## config.mk

```make
export PLATFORM = sky130hd
export DESIGN_NAME = write_back_unit
export DESIGN_NICKNAME = d
export VERILOG_FILES = /design/src/rtl/wb_pkg.sv /design/src/rtl/result_mux_n.sv /design/src/rtl/write_back_unit.sv
export SDC_FILE = /design/constraint.sdc
export NUM_CORES = 1
export LEC_CHECK = 0
export ABC_AREA = 1
export CAP_MARGIN = 25
export CORE_MARGIN = 2
export CORE_UTILIZATION = 53
export DETAILED_ROUTE_END_ITERATION = 16
export GPL_TIMING_DRIVEN = 0
export PLACE_DENSITY_LB_ADDON = 0.15
export SYNTH_ARGS = -nofsm -noshare
export SYNTH_HDL_FRONTEND = slang
export SYNTH_SLANG_ARGS = --single-unit
```

## constraint.sdc

```tcl
create_clock -name i_clk -period 4.5 [get_ports i_clk]
set_input_delay 0.45 -clock i_clk [delete_from_list [all_inputs] [get_ports i_clk]]
set_output_delay 0.45 -clock i_clk [all_outputs]
set_load 0.01 [all_outputs]
```

## src/rtl/wb_pkg.sv

```systemverilog
// rtl/wb_pkg.sv - shared types and constants for the write-back stage
package wb_pkg;

    typedef enum logic {
        RUN    = 1'b0,
        HALTED = 1'b1
    } wb_state_t;

    localparam int SRC_ALU = 0;
    localparam int SRC_MEM = 1;
    localparam int SRC_PC4 = 2;
    localparam int SRC_PCT = 3;
    localparam int SRC_IMM = 4;

    localparam logic [7:0] ECALL_PASS_A0 = 8'h00;

endpackage

```

## src/rtl/result_mux_n.sv

```systemverilog
// rtl/result_mux_n.sv - one-of-N result selector with zero default
module result_mux_n #(
    parameter int NUM_SRC    = 5,
    parameter int DATA_WIDTH = 64,
    parameter int SEL_W      = $clog2(NUM_SRC)
) (
    input  logic [NUM_SRC*DATA_WIDTH-1:0] i_data,
    input  logic [SEL_W-1:0]              i_sel,
    output logic [DATA_WIDTH-1:0]         o_data
);

    // Out-of-range selects fall through every compare and keep the zero default.
    always_comb begin
        o_data = '0;
        for (int i = 0; i < NUM_SRC; i++) begin
            if (int'(i_sel) == i) begin
                o_data = i_data[i*DATA_WIDTH +: DATA_WIDTH];
            end
        end
    end

endmodule

```

## src/rtl/write_back_unit.sv

```systemverilog
// rtl/write_back_unit.sv - registered write-back stage with retire count and ecall halt
module write_back_unit
    import wb_pkg::*;
#(
    parameter int ADDR_WIDTH = 64,
    parameter int DATA_WIDTH = 64,
    parameter int REG_ADDR_W = 5,
    parameter int NUM_SRC    = 5,
    parameter int SEL_W      = $clog2(NUM_SRC),
    parameter int CNT_WIDTH  = 64
) (
    input  logic                          i_clk,
    input  logic                          i_arstn,
    input  logic                          i_valid,
    input  logic                          i_stall,
    input  logic                          i_flush,
    input  logic [NUM_SRC*DATA_WIDTH-1:0] i_src_data,
    input  logic [SEL_W-1:0]              i_result_src,
    input  logic [REG_ADDR_W-1:0]         i_rd_addr,
    input  logic                          i_reg_we,
    input  logic                          i_ecall_instr,
    input  logic [3:0]                    i_cause,
    input  logic [7:0]                    i_a0_reg_lsb,
    output logic [DATA_WIDTH-1:0]         o_result,
    output logic [REG_ADDR_W-1:0]         o_rd_addr,
    output logic                          o_reg_we,
    output logic                          o_retire,
    output logic [CNT_WIDTH-1:0]          o_instret,
    output logic                          o_accept,
    output logic                          o_halt,
    output logic [7:0]                    o_exit_a0,
    output logic [3:0]                    o_exit_cause
);

    // PC-derived sources are pre-widened into DATA_WIDTH lanes, so the PC must fit.
    if (ADDR_WIDTH > DATA_WIDTH) begin : g_bad_addr_width
        $error("ADDR_WIDTH must not exceed DATA_WIDTH");
    end

    wb_state_t                     r_state;
    wb_state_t                     w_next_state;
    logic                          r_valid;
    logic [NUM_SRC*DATA_WIDTH-1:0] r_src_data;
    logic [SEL_W-1:0]              r_result_src;
    logic [REG_ADDR_W-1:0]         r_rd_addr;
    logic                          r_reg_we;
    logic                          r_ecall;
    logic [3:0]                    r_cause;
    logic [7:0]                    r_a0;
    logic [CNT_WIDTH-1:0]          r_instret;
    logic [7:0]                    r_exit_a0;
    logic [3:0]                    r_exit_cause;
    logic                          w_halt_req;

    assign w_halt_req = r_valid & r_ecall;

    always_ff @(posedge i_clk or negedge i_arstn) begin
        if (!i_arstn) begin
            r_state <= RUN;
        end else begin
            r_state <= w_next_state;
        end
    end

    always_comb begin
        w_next_state = r_state;
        case (r_state)
            RUN:     if (w_halt_req) w_next_state = HALTED;
            HALTED:  w_next_state = HALTED;
            default: w_next_state = RUN;
        endcase
    end

    // The instruction captured alongside the retiring ecall is dropped here,
    // since upstream only sees o_accept fall one cycle later.
    always_ff @(posedge i_clk or negedge i_arstn) begin
        if (!i_arstn) begin
            r_valid      <= 1'b0;
            r_src_data   <= '0;
            r_result_src <= '0;
            r_rd_addr    <= '0;
            r_reg_we     <= 1'b0;
            r_ecall      <= 1'b0;
            r_cause      <= '0;
            r_a0         <= '0;
            r_instret    <= '0;
            r_exit_a0    <= '0;
            r_exit_cause <= '0;
        end else begin
            if ((r_state == HALTED) || w_halt_req || i_flush || i_stall) begin
                r_valid <= 1'b0;
            end else begin
                r_valid <= i_valid;
            end

            if (!i_stall && (r_state == RUN)) begin
                r_src_data   <= i_src_data;
                r_result_src <= i_result_src;
                r_rd_addr    <= i_rd_addr;
                r_reg_we     <= i_reg_we;
                r_ecall      <= i_ecall_instr;
                r_cause      <= i_cause;
                r_a0         <= i_a0_reg_lsb;
            end

            if (r_valid) begin
                r_instret <= r_instret + CNT_WIDTH'(1);
            end

            if (w_halt_req) begin
                r_exit_a0    <= r_a0;
                r_exit_cause <= r_cause;
            end
        end
    end

    result_mux_n #(
        .NUM_SRC    (NUM_SRC),
        .DATA_WIDTH (DATA_WIDTH),
        .SEL_W      (SEL_W)
    ) u_result_mux (
        .i_data (r_src_data),
        .i_sel  (r_result_src),
        .o_data (o_result)
    );

    assign o_rd_addr    = r_rd_addr;
    assign o_reg_we     = r_valid & r_reg_we & (r_rd_addr != '0) & ~r_ecall;
    assign o_retire     = r_valid;
    assign o_instret    = r_instret;
    assign o_accept     = (r_state == RUN);
    assign o_halt       = (r_state == HALTED);
    assign o_exit_a0    = r_exit_a0;
    assign o_exit_cause = r_exit_cause;

endmodule

```

# Word-level counts from Yosys, hierarchy flattened
# Index checks and enable logic that the tools add are counted.
# totals
register_bits	420
out_inout_bits	149
in_bits	347
word_cells	38
# classes
n_reduce_logical	7
eq_ne	4
muxes	8
bitwise_logic	6
n_addsub	1
# op_table
operator	n
64-bit two-way mux	5
64-bit by 1-bit adder with 64-bit output, second input constant	1
3-bit equality test, second input constant	3
5-bit nonzero test	1
1-bit AND	4
3-bit by 2-bit equality test with 1-bit output, second input constant	1
3-bit logical NOT	1
1-bit logical OR	3
1-bit two-way mux	2
1-bit NOT	2
1-bit case mux with 2 select lines	1
1-bit logical AND	1
1-bit logical NOT	1

# Logic depth before layout (Yosys ltp)
# depth
depth_word	6
ltp_mapped	11
mapped_depth_nobuf	11

# Modules after synthesis
# From an unflattened synthesis, not the netlist that was laid out.
# hier_totals
cells_unflattened	1950
hier_area_um2	19877.8
# by_module_without_submodules
module	cells_each	n_inst	area_per_inst_um2	seq_area_each_um2
write_back_unit	1315	1	17080.1	10510.1
result_mux_n	635	1	2797.7	0.0

# Worst setup path after synthesis
# Ideal clock, no wire load.
# synth_path
path_type	register to output
start	reg r_result_src[2]
end	out o_result[10]
slack_ps	2775
path_buffers	1
path_stages_with_launch	7
arrival_ps	1275
t_required_ps	4050
path_cell_list	dfrtp_1 -> inv_1 -> nand2_1 -> nor2_2 -> clkbuf_1 -> a21oi_1 -> nand3_1
# synth_between
elab_chain_cells	6
word_cells_on_any_way	10
cone_classes	eq/ne: 4; mux: 5; reduce/logical: 1
# synth_lines
item	line	source
start: declaration	write_back_unit.sv:44	logic [SEL_W-1:0] r_result_src;
start signal: assignment	write_back_unit.sv:98	r_result_src <= i_result_src;
3-bit logical NOT	result_mux_n.sv:16	if (int'(i_sel) == i) begin
64-bit two-way mux (4 in a row)	result_mux_n.sv:16	
64-bit two-way mux (*)	result_mux_n.sv:16	
end: declaration	write_back_unit.sv:24	output logic [DATA_WIDTH-1:0] o_result,
# Mark *: on every way between the ends. The rest lies on a longest branch, timed or not.

# Worst setup path in the final report
# layout_path
start	reg r_result_src[0]
end	out o_result[28]
# Same word-level chain as after synthesis.

==> results.toml <==
[grt]
grt_usage_pct = 32.4
grt_pass1_vias = 16470
antenna_found_initial = 21
grt_pass1_wl_um = 90400
grt_max_degree = 116
overflow = 0

[outcome]
status = "finished, final reports clean"

[sta]
setup_ws_ps = 914
worstMarginPinSlew_ps = 976
finalHoldViolCount = 0
finalCritPeriodShare_pct = 79.7
min_period_ps = 3590
skew_ps = 23.3
fin_tns_setup_ps = 0
maxSlewHeadroom_pct = 34.6
drv_slew = 0
grt_setup_unrepaired = "false"
finalSetupViolations = 0
fmax_mhz = 279

[cells_and_area]
drive_gt1_share_pct = 14.2
final_common_cell = "clkdlybuf4s50_1"
nNetsFinal = 2796
layout_common_cells = "clkdlybuf4s50_1, nand2_1, dfrtp_1"
finalNonFillerCells = 2957
area.growth.synth_to_final_pct = 38.7
final_area_um2 = 26000

[drt]
wl_um = 59800
dr_wl_met2_um = 28700
drt-met1-wl_um = 23600
drt_drc_violations_left = 0
first_pass_iters = 5
drtAntennaViolNets = 0
num_vias = 15872
vias_per_cell = 5.37
drt_iter0_markers = 1048
wl_met3_um = 4570
wl_per_cell_um = 20.2
top_layer = "met5"

[logic_synthesis]
syn_avg_cell_area_um2 = 9.85
syn-cell-area_um2 = 18700
netlist_top_cells_area = "dfrtp_1, mux2_2, nand2_1, o21ai_0, inv_1"
synth.distinct_cells = 32
synth_top_area_share_pct = 56.1
synthCells = 1901
ys_seq_area_share_pct = 56.1
synth_largest_area_cell = "dfrtp_1"
synth_ff_type = "dfrtp_1"
yosysWarnings = 0
async_reset_ff_share_pct = 100
ys_ff_latch = 420
synth_edf_count = 0
synth_nets = 2249

[clock_network]
cts_buffer_depth = 3
clock_latency_ps = 570
root_buffer = "clkbuf_16"
tritoncts = "built"
cts_num_sinks = 420
numCtsBuffers = 45
clkTransAtPathRegs_ps = 60
cts_resized = 0
htreeDepth = 2

[placed_design]
pre_cts_ws_ps = 1510
io_buffer_count = 495
dp.final_hpwl_um = 45600
routabilityCongestion = 0.916
postPlaceCellArea_um2 = 24400
dp_cells = 2855

[critical_path]
crit_arrival_ps = 3140
crit_path_start_kind = "flop"
critical_path_class = "reg -> out"
cp-end-kind = "output port"
crit_path_max_fanout = 10
crit_required_ps = 4050

[power]
powerDensity_nw_per_um2 = 627
total_leakage_power_nw = 11.4
p_total_mw = 16.3
vdd_drop_max_mv = 0.540

[floorplanning]
die_h_um = 192
coreArea_um2 = 34700
die_w_um = 192
dieArea_um2 = 36900
num_rows = 68
start_util_pct = 54.0
io_pins = 496

[hold_path]
hp-class = "in -> async"

[job]
drv_cap = 0
==> state kept, by name (all words and copies together) (netlist names), 3 cells and up <==
name,flops
r_src_data,320
o_exit_a0,8
r_cause,4
r_result_src,3
r_a0,8
o_rd_addr,5
o_instret,64
o_exit_cause,4
==> cell usage after synthesis, types with 2 or more instances <==
master,instances
buf_2,48
nor2_1,69
nor2_4,6
nand3b_1,5
nor3_2,3
clkbuf_1,38
inv_2,2
nand3_1,92
nor3_1,13
nor2_8,4
inv_1,199
nand2_2,5
a21oi_1,64
mux2_2,196
xor2_1,25
xnor2_1,22
nand3_2,2
o21ai_0,158
nand2_4,4
nor2_2,9
nand4_1,19
dfrtp_1,420
o22ai_1,64
nand2_1,426
==> metal layers <==
metal  global-route usage (%)  vias up
met2                     53.0      617
met4                     15.9       10
li1                         -     7363
met3                     8.11      148
met5                        0        -
met1                     40.4     7734
==> path summary, 6_finish.rpt <==
path,start,to,slack (ps),cells past startpoint
worst max-delay path,r_result_src[0],o_result[28],910,5
worst min-delay path,i_arstn,o_exit_cause[0],400,2
worst max register to register,o_halt,r_src_data[97],2110,5
worst min register to register,o_exit_a0[4],o_exit_a0[4],490,2
max in group asynchronous,i_arstn,r_src_data[55],2740,4
min in group i_clk,i_src_data[12],r_src_data[12],440,3
==> kinds of logic (layout without fill, tap and decap cells) <==
group | Yosys count | count (layout) | synth area share [%]
compound gates | 287 | 287 | 8.10
simple gates | 662 | 662 | 15.6
buf+inv | 288 | 870 | 6.11
other cells | 0 | 19 | 0
fa+ha+maj | 1 | 1 | 0.0668
mux | 196 | 196 | 11.8
xor+xnor | 47 | 47 | 2.20
flops | 420 | 420 | 56.1
==> critical path, stage by stage, from the launching register on <==
cell and delay (ps):
dfrtp_1 420, nor3_2 790, clkbuf_1 550, nand2_1 130, nand3_1 120, clkdlybuf4s50_1 560
==> cell type report <==
type,instances,area [um2]
Sequential cell,420,10500
Clock inverter,13,230
Buffer,87,390
Clock buffer,69,1320
Antenna cell,19,47.5
Multi-Input combinational cell,1193,7070
Inverter,201,754
Timing Repair Buffer,500,5080
Tap cell,455,569
Fill cell,2500,8740
==> per-stage QoR <==
step	utilization, %	hold WS, ps
2_1_floorplan	-	154
3_3_place_gp	69.9	469
3_5_place_dp	70.2	398
4_1_cts	74.7	416
5_1_grt	74.8	447
6_report	74.8	403
==> timing repair <==
action | 4_1_cts | 5_1_grt
endpoints found under the hold margin | 55 | 0
setup buffers | 0 | 0
endpoints found under the setup margin | 0 | 0
hold buffers | 1 | 0
==> where the power goes <==
group	internal, mW	switching (mW)
Clock	2.37	1.53
Sequential	5.37	0.733
Combinational	3.09	3.18
Power figures use the tool's default switching activity.
==> edit: new RTL, same flow settings <==
`DATA_WIDTH` is set to 64 in 2 places; all go to 72.
--- a/src/rtl/result_mux_n.sv
+++ b/src/rtl/result_mux_n.sv
@@ -1,7 +1,7 @@
 // rtl/result_mux_n.sv - one-of-N result selector with zero default
 module result_mux_n #(
     parameter int NUM_SRC    = 5,
-    parameter int DATA_WIDTH = 64,
+    parameter int DATA_WIDTH = 72,
     parameter int SEL_W      = $clog2(NUM_SRC)
 ) (
     input  logic [NUM_SRC*DATA_WIDTH-1:0] i_data,
--- a/src/rtl/write_back_unit.sv
+++ b/src/rtl/write_back_unit.sv
@@ -3,7 +3,7 @@
     import wb_pkg::*;
 #(
     parameter int ADDR_WIDTH = 64,
-    parameter int DATA_WIDTH = 64,
+    parameter int DATA_WIDTH = 72,
     parameter int REG_ADDR_W = 5,
     parameter int NUM_SRC    = 5,
     parameter int SEL_W      = $clog2(NUM_SRC),
Ports: changed (resized i_src_data and o_result); port bits go from 496 to 544. No check against the original RTL was run, so the function may have changed too.
==> edit against the original RTL <==
Setup slack worse by 0.046 ns. Final area is 8.2% higher. Routed wire length rose by 12%. First-iteration DRC count increased by 14%. Sequential share of layout area increased by 0.49 points. Total power rose by 8.4%. Via count rose by 9.5%. Global-route usage is 1.1 points higher. Count of clock-buffer cells in the layout up 3. Sequential cell count rose by 40. Area after synthesis up 8.6%. Critical path type unchanged. Largest power group unchanged. Highest routed layer is now met4.
==> edit: results <==
{
  "insertion_delay_ns": 0.59,
  "netlist_top_cells_area": "dfrtp_1, mux2_2, nand2_1, o21ai_0, inv_1",
  "post_cts_buffers": 0,
  "clock_skew_ns": 0.0147,
  "layout-drive-gt1-share_pct": 14.1,
  "synthArstFlopShare_pct": 100,
  "yosysSeqAreaShare_pct": 56.6,
  "status": "finished clean",
  "clk_pin_slew_ns": 0.06,
  "grt_max_degree": 123,
  "setup_viol_count_final": 0,
  "dr.pass1.iters": 5,
  "layout.nets": 3046,
  "grt_use_met2_pct": 56.2,
  "worstHoldStart": "i_valid",
  "cts.repair.resized": 0,
  "routed_via_density": 5.40,
  "slowest_delay_ns": 0.58,
  "slew_violations": 0,
  "hold_path_depth": 3,
  "timing.rr.end": "r_src_data[234]$_DFFE_PN0P_",
  "use_met3_pct": 8.23,
  "grt_usage_pct": 33.5,
  "reg2reg_slack_ns": 2.03,
  "synth_common_cells": "dfrtp_1, nand2_1, mux2_2",
  "crit_arrival_ns": 3.18,
  "p_leak_nw": 12.1,
  "worst-path-max-fanout": 10,
  "use_met1_pct": 40.8,
  "clockBufferDepth": 3,
  "slowest_stage": "nor2_1",
  "crit_family": "buffers and inverters",
  "gp_congestion": 0.953,
  "dp_hpwl_um": 50900,
  "drtIter0Drc": 1192,
  "place_area_um2": 26500,
  "h-tree-depth": 2,
  "synth_fp_nets": 2445,
  "regMostFlops": "r_src_data",
  "port_buffers": 543,
  "relSlewSlack_pct": 35.0,
  "grt_pass1_wl_um": 101000,
  "cts-buffers-inserted": 49,
  "yosysUniqueCellTypes": 31,
  "reg2reg_depth": 4,
  "cts_root_buffer": "clkbuf_16",
  "min_to": "o_retire$_DFF_PN0_",
  "grt_pass1_vias": 17967,
  "vdd_drop_max_mv": 0.546,
  "largest_reg_flops": 360,
  "wl_um": 66800,
  "hold_class": "input pin to register",
  "fin_hold_ws_ns": 0.422,
  "antenna_found_initial": 21,
  "rr_startpoint": "o_halt$_DFF_PN0_",
  "ys_warn_count": 0
}
-- edit: worst reg2reg max path: stages (launching register included) --
cell	delay [ns]
dfrtp_1	0.39
nor2_1	0.37
clkbuf_1	0.78
buf_2	0.44
mux2_2	0.39
-- edit: how the worst max path moves through the flow --
stage | cells past startpoint | start | slack (ns) | end
6_report | 8 | r_result_src[2]$_DFFE_PN0P_ | 0.87 | o_result[62]
5_1_grt | 8 | r_result_src[2]$_DFFE_PN0P_ | 0.56 | o_result[70]
4_1_cts | 8 | r_result_src[2]$_DFFE_PN0P_ | 0.80 | o_result[70]
3_5_place_dp | 8 | r_result_src[2]$_DFFE_PN0P_ | 1.43 | o_result[70]
3_3_place_gp | 1 | i_arstn | -17.03 | r_src_data[304]$_DFFE_PN0P_
2_1_floorplan | 6 | r_result_src[2]$_DFFE_PN0P_ | 2.73 | o_result[21]
-- edit: power breakdown --
| part | total (mW) | switching, mW | internal (mW) |
|---|---|---|---|
| clock | 3.87 | 1.63 | 2.23 |
| sequential | 6.72 | 0.805 | 5.91 |
| combinational | 7.05 | 3.59 | 3.46 |
| total | 17.6 | 6.03 | 11.6 |
-- edit: stage by stage --
step | std cells | power, mW | worst slack, ns
global route | 3212 | 18.6 | 0.560
finish | 3217 | 17.6 | 0.868
detailed placement | 3117 | 13.7 | 1.43
global placement | 3111 | 13.5 | -17.03
floorplan | 2057 | 10.3 | 2.73
CTS | 3198 | 17.7 | 0.798
-- edit: logic make-up (layout without fill, tap and decap cells) --
group           after synthesis  in the layout  share of synthesized area (%)
fa+ha+maj                     1              1                         0.0615
mux                         221            221                           12.2
compound gates              321            321                           8.34
flops                       460            460                           56.6
buf+inv                     305            935                           5.94
xor+xnor                     46             46                           1.98
other cells                   0             19                              0
simple gates                703            703                           14.9
-- edit: repair_timing --
action | CTS | global route
hold buffers | 1 | 0
hold endpoints to repair | 28 | 0
endpoints found under the setup margin | 0 | 0
-- edit: metal layers --
layer	up-vias	wire length (um)
met4	0	2960
met1	8557	25600
met5	-	0
met2	679	32700
met3	151	5500
li1	7985	-
-- edit: final cells by class --
class                   instances  area [um^2]
well taps                     511          639
fillers                      2748         9640
multi-input cells            1292         7620
repair buffers                550         5570
clock inverters                 8         47.5
diodes                         19         47.5
clock buffers                  72         1470
plain buffers                  98          432
inverters                     207          777
flip-flops and latches        460        11500
